File: src/rtl/clk_gen_pkg.sv
// Shared types for the counter-based multi-channel clock generator.
package clk_gen_pkg;

    localparam int CFG_CNT_W = 16;

    typedef enum logic [1:0] {
        IDLE  = 2'd0,
        PHASE = 2'd1,
        RUN   = 2'd2
    } ch_state_e;

    typedef struct packed {
        logic [CFG_CNT_W-1:0] period;
        logic [CFG_CNT_W-1:0] high;
        logic [CFG_CNT_W-1:0] phase;
    } cfg_t;

endpackage

File: src/rtl/clk_gen_ch.sv
// One generator channel: shadow/pending config, IDLE/PHASE/RUN FSM, settled tracking.
module clk_gen_ch
    import clk_gen_pkg::*;
#(
    parameter int CNT_W = CFG_CNT_W
) (
    input  logic             clk_i,
    input  logic             rst_i,
    input  logic             wr_i,
    input  logic [CNT_W-1:0] period_i,
    input  logic [CNT_W-1:0] high_i,
    input  logic [CNT_W-1:0] phase_i,
    output logic             pending_o,
    output logic             settled_o,
    output logic             clk_out_o,
    output logic             clk_en_o
);

    ch_state_e        state_q, state_d;
    logic [CNT_W-1:0] period_q, period_d;
    logic [CNT_W-1:0] high_q, high_d;
    logic [CNT_W-1:0] cnt_q, cnt_d;
    logic [CNT_W-1:0] pcnt_q, pcnt_d;
    logic [CNT_W-1:0] sh_period_q, sh_period_d;
    logic [CNT_W-1:0] sh_high_q, sh_high_d;
    logic [CNT_W-1:0] sh_phase_q, sh_phase_d;
    logic             pending_q, pending_d;
    logic             settled_q, settled_d;
    logic             clk_out_q, clk_en_q;
    logic             apply;
    logic [CNT_W-1:0] eff_phase;

    // Phase gap never exceeds one period; a disabled period makes this moot.
    assign eff_phase = (sh_phase_q >= sh_period_q) ? sh_period_q - CNT_W'(1) : sh_phase_q;

    always_comb begin
        state_d     = state_q;
        period_d    = period_q;
        high_d      = high_q;
        cnt_d       = cnt_q;
        pcnt_d      = pcnt_q;
        sh_period_d = sh_period_q;
        sh_high_d   = sh_high_q;
        sh_phase_d  = sh_phase_q;
        pending_d   = pending_q;
        settled_d   = settled_q;
        apply       = 1'b0;

        case (state_q)
            IDLE: begin
                if (pending_q) apply = 1'b1;
            end
            PHASE: begin
                if (pcnt_q == CNT_W'(1)) begin
                    state_d = RUN;
                    cnt_d   = '0;
                end else begin
                    pcnt_d = pcnt_q - CNT_W'(1);
                end
            end
            RUN: begin
                // New configs only take over on a period boundary, so no pulse is cut short.
                if (cnt_q == period_q - CNT_W'(1)) begin
                    cnt_d     = '0;
                    settled_d = 1'b1;
                    if (pending_q) apply = 1'b1;
                end else begin
                    cnt_d = cnt_q + CNT_W'(1);
                end
            end
            default: state_d = IDLE;
        endcase

        if (apply) begin
            pending_d = 1'b0;
            settled_d = 1'b0;
            period_d  = sh_period_q;
            high_d    = sh_high_q;
            cnt_d     = '0;
            if (sh_period_q < CNT_W'(2)) begin
                state_d = IDLE;
            end else if (eff_phase != '0) begin
                state_d = PHASE;
                pcnt_d  = eff_phase;
            end else begin
                state_d = RUN;
            end
        end

        if (wr_i) begin
            sh_period_d = period_i;
            sh_high_d   = high_i;
            sh_phase_d  = phase_i;
            pending_d   = 1'b1;
        end
    end

    always_ff @(posedge clk_i or posedge rst_i) begin
        if (rst_i) begin
            state_q     <= IDLE;
            period_q    <= '0;
            high_q      <= '0;
            cnt_q       <= '0;
            pcnt_q      <= '0;
            sh_period_q <= '0;
            sh_high_q   <= '0;
            sh_phase_q  <= '0;
            pending_q   <= 1'b0;
            settled_q   <= 1'b0;
            clk_out_q   <= 1'b0;
            clk_en_q    <= 1'b0;
        end else begin
            state_q     <= state_d;
            period_q    <= period_d;
            high_q      <= high_d;
            cnt_q       <= cnt_d;
            pcnt_q      <= pcnt_d;
            sh_period_q <= sh_period_d;
            sh_high_q   <= sh_high_d;
            sh_phase_q  <= sh_phase_d;
            pending_q   <= pending_d;
            settled_q   <= settled_d;
            clk_out_q   <= (state_d == RUN) && (cnt_d < high_d);
            clk_en_q    <= (state_d == RUN) && (cnt_d == '0) && (high_d != '0);
        end
    end

    assign pending_o = pending_q;
    assign settled_o = settled_q || ((state_q == IDLE) && !pending_q);
    assign clk_out_o = clk_out_q;
    assign clk_en_o  = clk_en_q;

endmodule

File: src/rtl/clk_gen_multi.sv
// Multi-channel clock generator top: write decode, ready mux and lock flag.
module clk_gen_multi
    import clk_gen_pkg::*;
#(
    parameter int NUM_CH = 4,
    parameter int CNT_W  = CFG_CNT_W,
    localparam int CH_W  = (NUM_CH > 1) ? $clog2(NUM_CH) : 1
) (
    input  logic              sys_clk,
    input  logic              sys_rst,
    input  logic              cfg_valid,
    output logic              cfg_ready,
    input  logic [CH_W-1:0]   cfg_ch,
    input  logic [CNT_W-1:0]  cfg_period,
    input  logic [CNT_W-1:0]  cfg_high,
    input  logic [CNT_W-1:0]  cfg_phase,
    output logic [NUM_CH-1:0] clk_out,
    output logic [NUM_CH-1:0] clk_en,
    output logic              locked
);

    logic [NUM_CH-1:0] pending_w;
    logic [NUM_CH-1:0] settled_w;
    logic [NUM_CH-1:0] wr_w;
    logic              accept_w;
    logic              locked_q, locked_d;

    // Out-of-range channels always look ready so their writes drain harmlessly.
    always_comb begin
        cfg_ready = 1'b1;
        for (int i = 0; i < NUM_CH; i++) begin
            if (cfg_ch == CH_W'(i)) cfg_ready = !pending_w[i];
        end
    end

    assign accept_w = cfg_valid && cfg_ready;

    always_comb begin
        wr_w = '0;
        for (int i = 0; i < NUM_CH; i++) begin
            wr_w[i] = accept_w && (cfg_ch == CH_W'(i));
        end
    end

    assign locked_d = !accept_w && (&settled_w) && !(|pending_w);

    always_ff @(posedge sys_clk or posedge sys_rst) begin
        if (sys_rst) locked_q <= 1'b0;
        else         locked_q <= locked_d;
    end

    assign locked = locked_q;

    for (genvar g = 0; g < NUM_CH; g++) begin : g_ch
        clk_gen_ch #(
            .CNT_W(CNT_W)
        ) u_ch (
            .clk_i    (sys_clk),
            .rst_i    (sys_rst),
            .wr_i     (wr_w[g]),
            .period_i (cfg_period),
            .high_i   (cfg_high),
            .phase_i  (cfg_phase),
            .pending_o(pending_w[g]),
            .settled_o(settled_w[g]),
            .clk_out_o(clk_out[g]),
            .clk_en_o (clk_en[g])
        );
    end

endmodule

File: config.mk
export PLATFORM = sky130hd
export DESIGN_NAME = clk_gen_multi
export DESIGN_NICKNAME = d
export VERILOG_FILES = /design/src/rtl/clk_gen_pkg.sv /design/src/rtl/clk_gen_ch.sv /design/src/rtl/clk_gen_multi.sv
export SDC_FILE = /design/constraint.sdc
export NUM_CORES = 1
export LEC_CHECK = 0
export ABC_AREA = 1
export BUFFER_PORTS_ARGS = -buffer_cell sky130_fd_sc_hd__buf_4
export CORE_ASPECT_RATIO = 0.75
export CORE_MARGIN = 2
export CORE_UTILIZATION = 50
export CTS_CLUSTER_DIAMETER = 200
export DETAILED_ROUTE_END_ITERATION = 6
export GPL_TIMING_DRIVEN = 0
export PLACE_DENSITY = 0.75
export SYNTH_ARGS = -nofsm -noshare
export SYNTH_HDL_FRONTEND = slang
export SYNTH_HIERARCHICAL = 1
export SYNTH_SLANG_ARGS = --single-unit
File: constraint.sdc
create_clock -name sys_clk -period 6.7 [get_ports sys_clk]
set_clock_uncertainty 0.05 [all_clocks]
set_input_delay 1.005 -clock sys_clk [delete_from_list [all_inputs] [get_ports sys_clk]]
set_output_delay 1.005 -clock sys_clk [all_outputs]
set_load 0.05 [all_outputs]
==> Yosys cells after proc, flatten, opt, wreduce, memory -nomap -nowiden <==
Index checks and enable logic that the tools add are counted.
{ "totals": {"register_bits": 473, "in_bits": 53, "output_inout_bits": 10, "wordCells": 272} }
{ "classes": {"add_sub_neg": 16, "n_lt_le_gt_ge": 12, "eq_ne": 23, "mux": 100, "n_reduce_logical": 72} }
{ "op_table": {"columns": ["op", "n"], "rows": [
  ["16-bit two-way mux", 40],
  ["16-bit by 1-bit subtractor with 16-bit output (second input constant)", 12],
  ["16-bit one-hot mux with 2 select lines", 4],
  ["16-bit nonzero test", 8],
  ["16-bit by 1-bit adder with 16-bit output (second input constant)", 4],
  ["16-bit by 1-bit == test with 1-bit output (second input constant)", 4],
  ["16-bit == test", 4],
  ["16-bit >= comparator", 4],
  ["16-bit zero test", 4],
  ["16-bit < comparator", 4],
  ["16-bit by 2-bit < comparator with 1-bit output (second input constant)", 4],
  ["1-bit two-way mux", 32],
  ["2-bit two-way mux", 16],
  ["2-bit nonzero test", 12],
  ["1-bit logical AND", 23],
  ["2-bit == test (second input constant)", 10],
  ["2-bit one-hot mux with 2 select lines", 4],
  ["2-bit by 1-bit == test with 1-bit output (second input constant)", 5],
  ["2-bit zero test", 5],
  ["1-bit one-hot mux with 2 select lines", 4],
  ["2-bit AND reduction", 4],
  ["2-bit OR reduction", 4],
  ["1-bit zero test", 6],
  ["1-bit logical OR", 4],
  ["other kinds (2)", 2]
]} }

==> Depth between registers and ports, before layout <==
{ "depth": {"ltp_word": 9, "ltp_mapped": 28, "ltp_nobuf": 27} }

==> Cells and area by module <==
Netlist, hierarchy kept.
{ "by_module_without_submodules": {"columns": ["mod", "n_inst", "cells_each", "area_per_inst_um2", "seq_area_each_um2"], "rows": [
  ["clk_gen_ch (g_ch[1].u_ch ...)", 2, 1025, 7488.4, 2952.8],
  ["clk_gen_ch (g_ch[3].u_ch)", 1, 1045, 7599.8, 2952.8],
  ["clk_gen_ch (g_ch[0].u_ch)", 1, 1060, 7553.5, 2952.8],
  ["clk_gen_multi", 1, 26, 137.6, 25.0]
]} }

==> Worst setup path after synthesis <==
OpenSTA, ideal clock, no wires.
{ "synth_timing": {"path_kind": "register -> register", "from": "reg g_ch[3].u_ch.period_q[0]", "to": "reg g_ch[3].u_ch.clk_out_q", "setup_time_ns": 0.073, "t_arrival_ns": 3.045, "required_time_ns": 6.577, "slack_ns": 3.532, "stages_incl_launch_ff": 22, "n_path_buf": 1, "synth_period_minus_slack_ns": 3.168, "path_cell_list": "dfrtp_1 -> inv_1 -> ha_1 -> nand3_4 -> nor2_8 -> nand3b_1 -> nand2_1 -> inv_1 -> nor3_1 -> nand3_1 -> nand2_2 -> nand2_4 -> buf_2 -> nand2_1 -> inv_1 -> ha_1 -> a21oi_1 -> nor2_1 -> a211oi_1 -> o221a_2 -> nand2_1 -> a21oi_2"} }
{ "synth_between": {"elab_chain_len": 7, "word_cells_on_any_way": 12, "cone_classes": "1 x add/sub; 1 x order compare; 2 x eq/ne; 7 x mux; 1 x reduce/logical"} }
{ "synth_lines": {"columns": ["item", "line", "source"], "rows": [
  ["start, declared", "clk_gen_ch.sv:20", "logic [CNT_W-1:0] period_q, period_d;"],
  ["start signal, assigned", "clk_gen_ch.sv:114", "period_q <= period_d;"],
  ["16-bit by 1-bit subtractor with 16-bit output *", "clk_gen_ch.sv:63", "if (cnt_q == period_q - CNT_W'(1)) begin"],
  ["16-bit == test *", "clk_gen_ch.sv:63", null],
  ["16-bit two-way mux / 1-bit two-way mux (equally long branches)", "clk_gen_ch.sv:63", null],
  ["16-bit one-hot mux with 2 select lines / 1-bit one-hot mux with 2 select lines (equally long branches)", "clk_gen_ch.sv:49", "case (state_q)"],
  ["16-bit two-way mux *", "clk_gen_ch.sv:74", "if (apply) begin"],
  ["named net g_ch[3].u_ch.cnt_d[9]", "clk_gen_ch.sv:22", "logic [CNT_W-1:0] cnt_q, cnt_d;"],
  ["16-bit < comparator *", "clk_gen_ch.sv:123", "clk_out_q <= (state_d == RUN) && (cnt_d < high_d);"],
  ["1-bit logical AND *", "clk_gen_ch.sv:123", null],
  ["end signal, assigned", "clk_gen_ch.sv:123", null],
  ["end, declared", "clk_gen_ch.sv:29", "logic clk_out_q, clk_en_q;"]
]} }
The timed path passes the listed nets; every way through them passes the cells marked *.
A chain may end at the register's enable or synchronous reset.

==> Worst setup path after layout <==
Ends and elaborated chain as after synthesis.

==> run metrics <==
Ys Warns 6; TritonRoute pass-1 iters 6; busiest grt layer met1; fin crit share 0.5883; Crit. End Element flop; Post-CTS Setup Bufs 0; worst slew pin tran between 0.6 and 0.7 ns; drt drc 0; CP Launch Type flop; fin cells 5135; vias in the first global route 25.51k; initial core utilization 0.5035; utilization after layout 0.5564; CTS Hold Bufs 0; Total GRT Usage 0.2868; DR WL/cell 17.32 um; worst r2r dst g_ch[3].u_ch/clk_out_o; CTS tree yes; Die W 288.1 um; Setup TNS Final 0 ns; Routed WL a little under 90 mm; Layout fillers 5754; LEAKAGE 16.69 nW; worst min-delay path class in -> async; status finished clean; register area share after synthesis 0.3911; pwr dens 395.2 nW/um2; CP Class reg -> reg; top area cells in the synthesized netlist dfrtp_1, nand2_1, inv_1; IO Count between 60 and 70; Worst slew margin 0.5436; CTS Buf Count 49; min Tclk post-route around 3.9 ns; Synth top area share 0.3911; Max Fclk 253.7 MHz; first-pass GRT wire length 141.2 mm; Final Hold Viols 0; met2 Track Usage GR 0.3993; largest net degree at the start of global routing 96; drt via density 5.422; Synth area leader dfrtp_1; final global-route overflow total 0; Mapped Avg Cell Area 7.239 um2; CTS clock-pin slew for the worst setup and hold paths roughly 0.060 ns; Core Area 60120 um2; flop-to-flop setup slack 2.76 ns; Port Buf Inserts between 60 and 70; met1 Resource Use GR 0.4384; post-route antenna net violation count 0; Post-Syn Area a little over 30000 um2; most frequent cells in the layout nand2_1, inv_1, dfrtp_1; synthesized instance count 4181; final setup vio count 0; die height 217.1 um; Worst EP required 7.19 ns; Final nets 4511; GR Util met3 0.06614; CTS root buffer clkbuf_16; crit path max fanout 10; maximum VDD drop 0.2876 mV; Clock Latency Late Sink 0.62 ns; initial antenna violation count 2; Resized cells post-CTS 0; Synth async-reset ratio 1.000; area grow syn2layout 10.51%; most common cell after layout, fill and taps aside nand2_1; syn_nets roughly 4.4k; Final GP Congestion 0.9627; CTS Sinks 473; placed insts 5047; via total after detailed routing around 28k; unrepaired setup endpoints after global routing false; CP arrival 4.43 ns; Die ar. ~63000 um2; initial DRC count 2894; top_reg_cell synth dfrtp_1; Post-synth EDFFs 0; Netlist cell types between 50 and 60; R2R cell count 21; number of max-cap violations 0; share of cells above drive strength 1 0.07937; hpwl dp 68.76 mm; Max Slew Vio Count 0; FF+latch count, synth 473; Std-Cell Rows 78; CTS HTree Levels 2; CTS Buffer Depth 3; Worst R2R Start g_ch[3].u_ch/period_q[0]
flip-flops by register name (all words and copies together), names as in the netlist:
| signal | count |
|---|---|
| g_ch.u_ch/high_q | 64 |
| g_ch.u_ch/pending_o | 4 |
| g_ch.u_ch/cnt_q | 64 |
| g_ch.u_ch/pcnt_q | 64 |
| locked | 1 |
| g_ch.u_ch/settled_q | 4 |
| g_ch.u_ch/sh_phase_q | 64 |
| g_ch.u_ch/period_q | 64 |
| g_ch.u_ch/sh_period_q | 64 |
| g_ch.u_ch/clk_out_o | 4 |
| g_ch.u_ch/state_q | 8 |
| g_ch.u_ch/sh_high_q | 64 |
| g_ch.u_ch/clk_en_o | 4 |
worst max-delay path: stages (launching register included):
cell	delay (ns)
dfrtp_1	0.40
inv_1	0.19
ha_1	0.28
nand3_4	0.19
nor2_8	0.19
nand3b_1	0.09
nand2_1	0.13
inv_1	0.06
nor3_1	0.24
nand3_1	0.26
nand2_2	0.17
nand2_4	0.12
buf_2	0.24
nand2_1	0.11
inv_1	0.08
ha_1	0.30
a21oi_1	0.13
nor2_1	0.06
a211oi_1	0.17
o221a_2	0.22
nand2_1	0.06
a21oi_2	0.12
kinds of logic (layout without fill, tap and decap cells):
family | Yosys count | after routing | share of synthesized area
AND/OR/NAND/NOR | 2081 | 2081 | 0.2956
buffers and inverters | 714 | 867 | 0.09561
AO/OA/AOI/OAI | 610 | 610 | 0.1100
flip-flops | 473 | 473 | 0.3911
adder cells (fa/ha/maj) | 160 | 160 | 0.06614
XOR/XNOR | 140 | 140 | 0.04051
multiplexers | 3 | 3 | 0.0009921
other | 0 | 1 | 0
cell type report:
cell class / count / area (um2) / area share
multi-input combinational: 2994 / 15540 / 0.4645
antenna: 1 / 2.502 / 0.00007481
tap: 800 / 1001 / 0.02992
buffer: 101 / 588.1 / 0.01758
timing repair buffer: 66 / 575.6 / 0.01721
inverter: 613 / 2326 / 0.06954
clock inverter: 20 / 209.0 / 0.006247
clock buffer: 67 / 1374 / 0.04107
sequential: 473 / 11840 / 0.3539
metal layers:
| metal | routed length [um] | up-vias |
|---|---|---|
| met5 | 46 | - |
| met3 | 9323 | 163 |
| met4 | 2650 | 2 |
| li1 | - | 13510 |
| met1 | 41390 | 13020 |
| met2 | 35540 | 1155 |
per-stage QoR:
step           hold WS, ns  total power [mW]  setup slack [ns]  area (um2)
2_1_floorplan       0.3922             8.726             2.516       30270
3_3_place_gp        0.4140             10.16            0.9875       31730
3_5_place_dp        0.4199             10.33             2.854       31860
4_1_cts             0.2589             13.12             2.814       33450
5_1_grt             0.2783             14.29             2.418       33450
6_report            0.2801             13.22             2.758       33450
cells in the mapped netlist (24+ instances only):
library cell / instances
a21oi_1: 92
inv_1: 588
xor2_1: 98
xnor2_1: 42
clkbuf_1: 53
dfrtp_1: 473
ha_1: 160
nor2_2: 24
nand2_1: 1249
nand3_1: 171
nor3_1: 46
nor2_1: 395
o21ai_0: 393
nand4_1: 82
report_power, final:
| group | switching, mW | internal, mW | total [mW] |
|---|---|---|---|
| registers | 0.763 | 3.80 | 4.57 |
| clock network | 1.22 | 1.52 | 2.74 |
| logic | 3.95 | 1.96 | 5.91 |
| total | 5.93 | 7.29 | 13.2 |
how the worst max path moves through the flow:
| stage | start | end | slack [ns] | cells after the start |
|---|---|---|---|---|
| after floorplan | sys_rst | g_ch[0].u_ch/clk_en_o | 2.52 | 1 |
| after global placement | sys_rst | g_ch[1].u_ch/period_q[2] | 0.99 | 2 |
| after detailed placement | g_ch[3].u_ch/period_q[0] | g_ch[3].u_ch/clk_out_o | 2.85 | 23 |
| after CTS | g_ch[3].u_ch/period_q[0] | g_ch[3].u_ch/clk_out_o | 2.81 | 23 |
| after global routing | g_ch[3].u_ch/period_q[0] | g_ch[3].u_ch/clk_out_o | 2.42 | 23 |
| final | g_ch[3].u_ch/period_q[0] | g_ch[3].u_ch/clk_out_o | 2.76 | 21 |
No activity file was read; power rests on OpenSTA's default activity.
